--- config.mk ---
export PLATFORM = sky130hd
export DESIGN_NAME = muon_pulse_gen_flat
export DESIGN_NICKNAME = d
export VERILOG_FILES = /design/src/rtl/muon_pkg.sv /design/src/rtl/muon_pulse_gen_if.sv /design/src/rtl/muon_period_timer.sv /design/src/rtl/muon_pulse_gen.sv /design/src/flat_wrapper.sv
export SDC_FILE = /design/constraint.sdc
export NUM_CORES = 1
export LEC_CHECK = 0
export ABC_AREA = 0
export BUFFER_PORTS_ARGS = -buffer_cell sky130_fd_sc_hd__buf_2
export CAP_MARGIN = 10
export CORE_UTILIZATION = 60
export DETAILED_ROUTE_END_ITERATION = 10
export PLACE_DENSITY = 0.88
export SYNTH_ARGS = -nofsm -noshare
export SYNTH_HDL_FRONTEND = slang
export SYNTH_HIERARCHICAL = 1
export SYNTH_SLANG_ARGS = --single-unit
--- constraint.sdc ---
create_clock -name ACLK0 -period 6.3 [get_ports ACLK0]
set_input_delay 1.26 -clock ACLK0 [delete_from_list [all_inputs] [get_ports ACLK0]]
set_output_delay 1.26 -clock ACLK0 [all_outputs]
set_load 0.05 [all_outputs]
--- src/rtl/muon_pkg.sv ---
// rtl/muon_pkg.sv - shared types and sizes for the muon test-pulse generator
//
// Purpose: timing/channel widths, run-state enum, latched config struct,
//          saturating increment helper.
package muon_pkg;

  localparam int CNT_W = 16;  // width of all timing counters and config fields
  localparam int N_CH  = 8;   // number of output lines on connector C

  typedef enum logic [1:0] {
    IDLE     = 2'd0,
    RUN      = 2'd1,
    STOPPING = 2'd2
  } state_e;

  typedef struct packed {
    logic [CNT_W-1:0] width;
    logic [CNT_W-1:0] skew;
    logic [CNT_W-1:0] period;
    logic [CNT_W-1:0] burst_count;
    logic [N_CH-1:0]  mask_a;
    logic [N_CH-1:0]  mask_b;
  } cfg_t;

  function automatic logic [CNT_W-1:0] sat_inc(input logic [CNT_W-1:0] v);
    return (&v) ? v : v + CNT_W'(1);
  endfunction

endpackage

--- src/rtl/muon_pulse_gen_if.sv ---
// rtl/muon_pulse_gen_if.sv - control/config/output bundle of the pulse generator
//
// Purpose: groups the run controls, configuration and pulse outputs.
// slave  : generator side (controls/config in, C/status out)
// master : controller side (controls/config out, C/status in)
interface muon_pulse_gen_if;
  import muon_pkg::*;

  logic             start;
  logic             stop;
  logic [CNT_W-1:0] width;
  logic [CNT_W-1:0] skew;
  logic [CNT_W-1:0] period;
  logic [CNT_W-1:0] burst_count;
  logic [N_CH-1:0]  mask_a;
  logic [N_CH-1:0]  mask_b;
  logic [N_CH-1:0]  C;
  logic             busy;
  logic             done;
  logic             cfg_err;
  logic [CNT_W-1:0] pulses_sent;

  modport slave (
    input  start, stop, width, skew, period, burst_count, mask_a, mask_b,
    output C, busy, done, cfg_err, pulses_sent
  );

  modport master (
    output start, stop, width, skew, period, burst_count, mask_a, mask_b,
    input  C, busy, done, cfg_err, pulses_sent
  );

endinterface

--- src/rtl/muon_period_timer.sv ---
// rtl/muon_period_timer.sv - period timebase t with wrap detection
//
// Ports:
//   clk, rst_n  : clock, asynchronous active-low reset
//   load_i      : force t to 0 (run start)
//   en_i        : advance t by one this cycle
//   period_i    : cycles per period (non-zero whenever en_i is high)
//   t_o         : current position within the period
//   wrap_o      : t is at period-1 and advancing, so it returns to 0 next
module muon_period_timer
  import muon_pkg::*;
(
  input  logic             clk,
  input  logic             rst_n,
  input  logic             load_i,
  input  logic             en_i,
  input  logic [CNT_W-1:0] period_i,
  output logic [CNT_W-1:0] t_o,
  output logic             wrap_o
);

  logic [CNT_W-1:0] t_q, t_d;

  assign wrap_o = en_i && (t_q == period_i - CNT_W'(1));
  assign t_o    = t_q;

  always_comb begin
    t_d = t_q;
    if (load_i) begin
      t_d = '0;
    end else if (en_i) begin
      t_d = wrap_o ? '0 : t_q + CNT_W'(1);
    end
  end

  always_ff @(posedge clk or negedge rst_n) begin
    if (!rst_n) begin
      t_q <= '0;
    end else begin
      t_q <= t_d;
    end
  end

endmodule

--- src/rtl/muon_pulse_gen.sv ---
// rtl/muon_pulse_gen.sv - test-pulse transmitter for the coincidence front end
//
// Ports:
//   ACLK0 : system clock
//   RST_N : asynchronous active-low reset
//   bus   : slave side of muon_pulse_gen_if (start/stop, config, C, busy,
//           done, cfg_err, pulses_sent)
// Group A fires at t < width, group B at skew <= t < skew+width, both within
// one period. C is registered, so it shows the previous cycle's t.
module muon_pulse_gen
  import muon_pkg::*;
(
  input  logic                  ACLK0,
  input  logic                  RST_N,
  muon_pulse_gen_if.slave       bus
);

  state_e           state_q, state_d;
  cfg_t             cfg_q, cfg_d;
  logic [N_CH-1:0]  c_q, c_d;
  logic             done_q, done_d;
  logic             err_q, err_d;
  logic [CNT_W-1:0] sent_q, sent_d;

  logic             accept;
  logic             running;
  logic [CNT_W-1:0] t;
  logic             wrap;
  logic             act_a, act_b;
  logic [CNT_W:0]   skew_end;
  logic [CNT_W-1:0] sent_inc;
  logic             end_run;

  assign running = (state_q != IDLE);

  muon_period_timer u_timer (
    .clk      (ACLK0),
    .rst_n    (RST_N),
    .load_i   (accept),
    .en_i     (running),
    .period_i (cfg_q.period),
    .t_o      (t),
    .wrap_o   (wrap)
  );

  // One extra bit so skew+width near all-ones cannot wrap around.
  assign skew_end = {1'b0, cfg_q.skew} + {1'b0, cfg_q.width};
  assign act_a    = (t < cfg_q.width);
  assign act_b    = (t >= cfg_q.skew) && ({1'b0, t} < skew_end);
  assign sent_inc = sat_inc(sent_q);

  always_comb begin
    state_d = state_q;
    cfg_d   = cfg_q;
    sent_d  = sent_q;
    c_d     = '0;
    done_d  = 1'b0;
    err_d   = 1'b0;
    accept  = 1'b0;
    end_run = 1'b0;
    case (state_q)
      IDLE: begin
        if (bus.start) begin
          if (bus.period != '0) begin
            accept  = 1'b1;
            cfg_d   = '{width: bus.width, skew: bus.skew, period: bus.period,
                        burst_count: bus.burst_count, mask_a: bus.mask_a,
                        mask_b: bus.mask_b};
            sent_d  = '0;
            state_d = RUN;
          end else begin
            err_d = 1'b1;
          end
        end
      end
      RUN, STOPPING: begin
        c_d = ({N_CH{act_a}} & cfg_q.mask_a) | ({N_CH{act_b}} & cfg_q.mask_b);
        if (wrap) begin
          sent_d  = sent_inc;
          // A stop sampled on a wrap cycle ends the run at that period boundary.
          end_run = (state_q == STOPPING) || bus.stop ||
                    ((cfg_q.burst_count != '0) && (sent_inc == cfg_q.burst_count));
        end
        if (end_run) begin
          state_d = IDLE;
          done_d  = 1'b1;
        end else if (state_q == RUN && bus.stop) begin
          state_d = STOPPING;
        end
      end
      default: state_d = IDLE;
    endcase
  end

  always_ff @(posedge ACLK0 or negedge RST_N) begin
    if (!RST_N) begin
      state_q <= IDLE;
      cfg_q   <= '0;
      c_q     <= '0;
      done_q  <= 1'b0;
      err_q   <= 1'b0;
      sent_q  <= '0;
    end else begin
      state_q <= state_d;
      cfg_q   <= cfg_d;
      c_q     <= c_d;
      done_q  <= done_d;
      err_q   <= err_d;
      sent_q  <= sent_d;
    end
  end

  assign bus.C           = c_q;
  assign bus.busy        = running;
  assign bus.done        = done_q;
  assign bus.cfg_err     = err_q;
  assign bus.pulses_sent = sent_q;

endmodule

--- src/flat_wrapper.sv ---
// flat-port wrapper written by rule: the top's interface ports become plain ports
module muon_pulse_gen_flat import muon_pkg::*;
  (ACLK0, RST_N, bus_start, bus_stop, bus_width, bus_skew, bus_period, bus_burst_count, bus_mask_a, bus_mask_b, bus_C, bus_busy, bus_done, bus_cfg_err, bus_pulses_sent);
  muon_pulse_gen_if bus_i ();
  input  logic ACLK0;
  input  logic RST_N;
  input wire logic [$bits(bus_i.start)-1:0] bus_start;
  input wire logic [$bits(bus_i.stop)-1:0] bus_stop;
  input wire logic [$bits(bus_i.width)-1:0] bus_width;
  input wire logic [$bits(bus_i.skew)-1:0] bus_skew;
  input wire logic [$bits(bus_i.period)-1:0] bus_period;
  input wire logic [$bits(bus_i.burst_count)-1:0] bus_burst_count;
  input wire logic [$bits(bus_i.mask_a)-1:0] bus_mask_a;
  input wire logic [$bits(bus_i.mask_b)-1:0] bus_mask_b;
  output wire logic [$bits(bus_i.C)-1:0] bus_C;
  output wire logic [$bits(bus_i.busy)-1:0] bus_busy;
  output wire logic [$bits(bus_i.done)-1:0] bus_done;
  output wire logic [$bits(bus_i.cfg_err)-1:0] bus_cfg_err;
  output wire logic [$bits(bus_i.pulses_sent)-1:0] bus_pulses_sent;
  assign bus_i.start = bus_start;
  assign bus_i.stop = bus_stop;
  assign bus_i.width = bus_width;
  assign bus_i.skew = bus_skew;
  assign bus_i.period = bus_period;
  assign bus_i.burst_count = bus_burst_count;
  assign bus_i.mask_a = bus_mask_a;
  assign bus_i.mask_b = bus_mask_b;
  assign bus_C = bus_i.C;
  assign bus_busy = bus_i.busy;
  assign bus_done = bus_i.done;
  assign bus_cfg_err = bus_i.cfg_err;
  assign bus_pulses_sent = bus_i.pulses_sent;
  muon_pulse_gen u_core (.ACLK0(ACLK0), .RST_N(RST_N), .bus(bus_i));
endmodule
### Word-level counts from Yosys, hierarchy flattened

Cells that the tools add are included.

| cells by class | value |
|---|---|
| add/sub/neg operators | 4 |
| magnitude comparators | 3 |
| equal/unequal tests | 8 |
| muxes and demuxes | 24 |
| bitwise gates (word level) | 3 |
| reductions and logical operators | 17 |

Operators by type and width:

| cell | count |
|---|---|
| 16-bit 2-to-1 mux | 7 |
| 16-bit by 1-bit adder with 16-bit output (second input constant) | 2 |
| 16-bit == test | 2 |
| 16-bit case mux with 2 select lines | 1 |
| 16-bit nonzero test | 2 |
| 16-bit by 16-bit adder with 17-bit output | 1 |
| 16-bit by 17-bit less-than comparator with 1-bit output | 1 |
| 8-bit bitwise AND | 2 |
| 16-bit >= comparator | 1 |
| 16-bit less-than comparator | 1 |
| 16-bit AND reduction | 1 |
| 16-bit by 1-bit subtractor with 16-bit output (second input constant) | 1 |
| 1-bit 2-to-1 mux | 10 |
| 2-bit 2-to-1 mux | 4 |
| 8-bit 2-to-1 mux | 1 |
| 8-bit bitwise OR | 1 |
| 3-bit AND reduction | 2 |
| 2-bit nonzero test | 3 |
| 1-bit logical AND | 4 |
| 2-bit inequality test (second input constant) | 2 |
| 2-bit case mux with 2 select lines | 1 |
| 4-bit AND reduction | 1 |
| 3-bit by 1-bit inequality test with 1-bit output (second input constant) | 1 |
| 2-bit by 1-bit == test with 1-bit output (second input constant) | 1 |
| other kinds (5) | 6 |

| word-level totals | value |
|---|---|
| register bits | 124 |
| input port bits | 84 |
| output and inout bits | 27 |

### Logic depth before layout (Yosys ltp)

| depth | value |
|---|---|
| depth in word-level cells | 9 |
| mapped depth | 17 |
| depth with buffers taken out | 17 |

### Cells and area by module

Netlist, hierarchy kept.

Modules (own cells, without submodules):

| module | times used | cells an instance | area each (sq um) | sequential area each (sq um) |
|---|---|---|---|---|
| muon_pulse_gen | 1 | 665 | 6690.2 | 2702.6 |
| muon_period_timer | 1 | 195 | 1629.1 | 400.4 |

### Worst setup path before layout

No wires, ideal clock.

| path | value |
|---|---|
| path type | register to register |
| start point | register u_core/cfg_q[48] in the netlist's numbering |
| end point | register u_core.c_q[0], in the netlist u_core/bus.C[0] |
| data arrival time | 3967 ps |
| data required time | 6233 ps |
| setup slack | 2266 ps |
| cell stages (with the launch flop) | 17 |
| path through | dfrtp_1 ha_1 fa_1 a21o_1 a21oi_1 o21a_1 o31ai_1 o211a_1 o21ai_0 nand2_1 xnor2_1 ha_1 a2111o_1 a2111oi_0 o21ai_0 a311oi_2 a22o_1 |

| on the way | value |
|---|---|
| word-level cells in the longest chain between the ends | 6 |

RTL lines:

| item | line | RTL |
|---|---|---|
| from (decl) | muon_pulse_gen.sv:19 | `cfg_t cfg_q, cfg_d;` |
| from (signal assigned) | muon_pulse_gen.sv:105 | `cfg_q <= cfg_d;` |
| 16-bit by 16-bit adder with 17-bit output | muon_pulse_gen.sv:47 | `assign skew_end = {1'b0, cfg_q.skew} + {1'b0, cfg_q.width};` |
| 16-bit by 17-bit less-than comparator with 1-bit output | muon_pulse_gen.sv:49 | `assign act_b = (t >= cfg_q.skew) && ({1'b0, t} < skew_end);` |
| 1-bit logical AND (*) | muon_pulse_gen.sv:49 |  |
| 8-bit bitwise AND (*) | muon_pulse_gen.sv:77 | `c_d = ({N_CH{act_a}} & cfg_q.mask_a) \| ({N_CH{act_b}} & cfg_q.mask_b);` |
| 8-bit bitwise OR (*) | muon_pulse_gen.sv:77 |  |
| 8-bit 2-to-1 mux (*) | muon_pulse_gen.sv:61 | `case (state_q)` |
| net u_core.c_d[0] | muon_pulse_gen.sv:20 | `logic [N_CH-1:0] c_q, c_d;` |
| to (signal assigned) | muon_pulse_gen.sv:99 | `c_q <= '0;` |
| to (signal assigned) | muon_pulse_gen.sv:106 | `c_q <= c_d;` |
| to (decl) | muon_pulse_gen.sv:20 |  |

The timed path passes the listed nets; every way through them passes the cells marked *.
A chain may end at the register's enable or synchronous reset.

### Worst setup path in the final report

| path | value |
|---|---|
| start point | register u_core/cfg_q[48] in the netlist's numbering |
| end point | register u_core.c_q[1], in the netlist u_core/bus.C[1] |

The elaborated chain is that of the path after synthesis.

==> impl_metrics.env <==
export IMPL_timing_final_crit_share=0.765
export IMPL_die_w_um=120
export IMPL_overflow=0
export IMPL_setup_ws_ns=1.48
export IMPL_hp_class="reg2reg"
export IMPL_fp_coreArea_sq_um=13400
export IMPL_setup_viol=0
export IMPL_whs_path_depth=1
export IMPL_finalHoldViolations=0
export IMPL_r2r_end="u_core/bus.C[1]"
export IMPL_p_per_area_nw_per_um2=478
export IMPL_irDropWorstVdd_mv=0.336
export IMPL_fin_skew_ns=0.00791
export IMPL_arrival_ns=5.17
export IMPL_cpPeakStageDelay_ns=0.75
export IMPL_wl_per_cell_um=17.7
export IMPL_insertion_delay_ns=0.43
export IMPL_cts_resized=0
export IMPL_synthesis_area_sq_um=8320
export IMPL_drv_slew=0
export IMPL_num_nets_final=1110
export IMPL_antenna_left=0
export IMPL_avgSynthCellArea_sq_um=9.67
export IMPL_hp_start="u_core/cfg_q[8]"
export IMPL_syn_inst=860
export IMPL_path_cells="ha_1 -> fa_1 -> a21o_1 -> a21oi_1 -> o21a_1 -> o31ai_1 -> o211a_1 -> o21ai_0 -> nand2_1 -> xnor2_1 -> ha_1 -> a2111o_1 -> a2111oi_0 -> o21ai_0 -> a311oi_2 -> a22o_1"
export IMPL_clock_path_buffers=2
export IMPL_firstDrtPassIters=6
export IMPL_fill_cells=970
export IMPL_max_cap_violations=0
export IMPL_relSlewSlack=0.273
export IMPL_max_freq_mhz=208
export IMPL_endpoint_kind="flip-flop"
export IMPL_holdPathEnd="u_core/bus.C[0]"
export IMPL_cts_setup_buffers=0
export IMPL_synth_seq_cells=124
export IMPL_startpoint_type="flip-flop"
export IMPL_grt_max_degree=91
export IMPL_initial_core_util=0.621
export IMPL_leakage_nw=4.53
export IMPL_ys_flop_type="dfrtp_1"
export IMPL_die_area_sq_um=14300
export IMPL_required_ns=6.65
export IMPL_via_count=7026
export IMPL_r2r_start="u_core/cfg_q[48]"
export IMPL_tightest_slew_ns=1.08
export IMPL_synth_edf_count=0
export IMPL_finalPower_mw=4.58
export IMPL_cts_buffers=17
export IMPL_grt_first_pass_wirelength_um=33600
export IMPL_slowest_stage="a311oi_2"
export IMPL_grt_pass1_vias=6891
export IMPL_r2r_cells=16
export IMPL_wl_um=20200
export IMPL_finalSetupTns_ns=0
export IMPL_pre_cts_ws_ns=1.64
export IMPL_clkTransAtPathRegs_ns=0.06
export IMPL_clock_sinks=124
export IMPL_cp_max_fo=8
export IMPL_holdBufCountCts=0
export IMPL_design_area_sq_um=9580
export IMPL_place_gp_congestion=0.928
export IMPL_reg2reg_slack_ns=1.48
export IMPL_cts_tree="done"
export IMPL_drt_iter0_drc=684
export IMPL_critical_path_class="reg2reg"
export IMPL_dp_cells=1113
export IMPL_drive_gt1_frac=0.228
export IMPL_io_pin_count=111
export IMPL_die_h_um=120
export IMPL_antenna_found_initial=0
export IMPL_hpwl_um=14300
export IMPL_io_buffers=110
export IMPL_outcome="completed"
export IMPL_drcViolationCount=0
export IMPL_yosysWarnings=6
export IMPL_clock_root_buffer="clkbuf_16"
export IMPL_rsz0062_at_grt="false"
export IMPL_placed_area_sq_um=8950
export IMPL_vias_per_cell=6.14
export IMPL_ys_async_sr_fraction=1.00
export IMPL_syn2layout_area_growth_pct=15.1
export IMPL_finalNonFillerCells=1145
export IMPL_syn_nets=1014
export IMPL_synth_cell_types=66
export IMPL_grt_usage=0.298
export IMPL_n_antenna_cell=0
export IMPL_post_route_min_period_ns=4.82
export IMPL_yosysSeqAreaShare=0.373
export IMPL_rows=42
export IMPL_cts_max_level=4
==> through the flow <==
| step | utilization | hold WS [ns] |
|---|---|---|
| after floorplan | - | 0.462 |
| after global placement | 0.668 | 0.479 |
| after detailed placement | 0.668 | 0.488 |
| after CTS | 0.715 | 0.500 |
| after global routing | 0.715 | 0.523 |
| final | 0.715 | 0.505 |
==> cell families (layout without fill, tap and decap cells) <==
logic type                 after synthesis  in the layout  share of synthesized area
AOI/OAI and AO/OA                      194            194                      0.162
xor gates and xnor gates                54             54                     0.0569
DFF                                    124            124                      0.373
muxes                                   64             64                     0.0845
adders and majority gates               70             70                      0.106
buffers and inverters                   90            199                     0.0451
and+or+nand+nor                        264            264                      0.173
==> registers in the layout, summed over array words and instances, names as in the netlist <==
register                count
u_core/bus.done             1
u_core/bus.pulses_sent     16
u_core/bus.cfg_err          1
u_core/bus.C                8
u_core/u_timer/t_o         16
u_core/state_q              2
u_core/cfg_q               80
==> synth_stat cells (all sizes together), types with 12 or more instances <==
cell | count | share of area
dfrtp | 124 | 0.37
nand2 | 78 | 0.035
ha | 69 | 0.10
o21ai | 58 | 0.035
inv | 53 | 0.024
mux2 | 50 | 0.068
nor2 | 43 | 0.019
a21oi | 39 | 0.023
xnor2 | 32 | 0.034
nor4 | 26 | 0.027
nand3 | 24 | 0.014
xor2 | 22 | 0.023
clkbuf | 21 | 0.0095
a21o | 17 | 0.015
nand4 | 17 | 0.015
and3 | 16 | 0.012
buf | 16 | 0.012
nor3 | 16 | 0.011
mux2i | 14 | 0.017
o31ai | 12 | 0.013
==> power by group <==
part           total [mW]  internal (mW)  switching, mW
Clock                1.04          0.667          0.373
Combinational        2.16          0.940           1.22
Sequential           1.38           1.09          0.296
==> worst max-delay path, delay by kind of cell (launching register included) <==
| kind | cells | cell delay (ns) |
|---|---|---|
| AO/OA/AOI/OAI | 11 | 3.20 |
| XOR/XNOR | 1 | 0.13 |
| adder cells (fa/ha/maj) | 3 | 0.94 |
| flip-flops | 1 | 0.40 |
| AND/OR/NAND/NOR | 1 | 0.08 |
==> final cells by class <==
class                   count  area, sq um  share of cell area
clock buffers              20          437              0.0456
repair buffers            114          583              0.0609
flip-flops and latches    124         3100               0.324
clock inverters            12          188              0.0196
multi-input cells         646         4850               0.506
inverters                  53          199              0.0208
well taps                 176          220              0.0230
==> placed cells by master (no fill, tap or decap), types with 13 or more instances in the layout <==
| cell | instances |
|---|---|
| dfrtp_1 | 124 |
| buf_2 | 109 |
| nand2_1 | 78 |
| ha_1 | 69 |
| o21ai_0 | 57 |
| inv_1 | 53 |
| mux2_2 | 50 |
| nor2_1 | 43 |
| a21oi_1 | 39 |
| xnor2_1 | 32 |
| nand3_1 | 24 |
| xor2_1 | 22 |
| nor4_1 | 18 |
| clkbuf_16 | 17 |
| a21o_1 | 17 |
| nand4_1 | 16 |
| and3_1 | 16 |
| mux2i_1 | 14 |
| nor3_1 | 13 |
==> how the worst max path moves through the flow <==
| stage | from | to | slack (ns) | depth (start not counted) |
|---|---|---|---|---|
| after floorplan | u_core/cfg_q[48] | u_core/bus.C[0] | 2.27 | 16 |
| after global placement | u_core/cfg_q[48] | u_core/bus.C[3] | 1.89 | 16 |
| after detailed placement | u_core/cfg_q[48] | u_core/bus.C[1] | 1.64 | 16 |
| after CTS | u_core/cfg_q[48] | u_core/bus.C[1] | 1.60 | 16 |
| after global routing | u_core/cfg_q[48] | u_core/bus.C[1] | 1.20 | 16 |
| final | u_core/cfg_q[48] | u_core/bus.C[1] | 1.48 | 16 |
==> layer usage <==
metal / up-vias / GRT usage / share of wire
li1: 3342 / - / -
met1: 3350 / 0.416 / 0.45
met2: 292 / 0.457 / 0.45
met3: 42 / 0.0741 / 0.079
met4: 0 / 0.0938 / 0.020
met5: - / 0 / 0
Note: power is estimated with default switching activity, not from simulation.
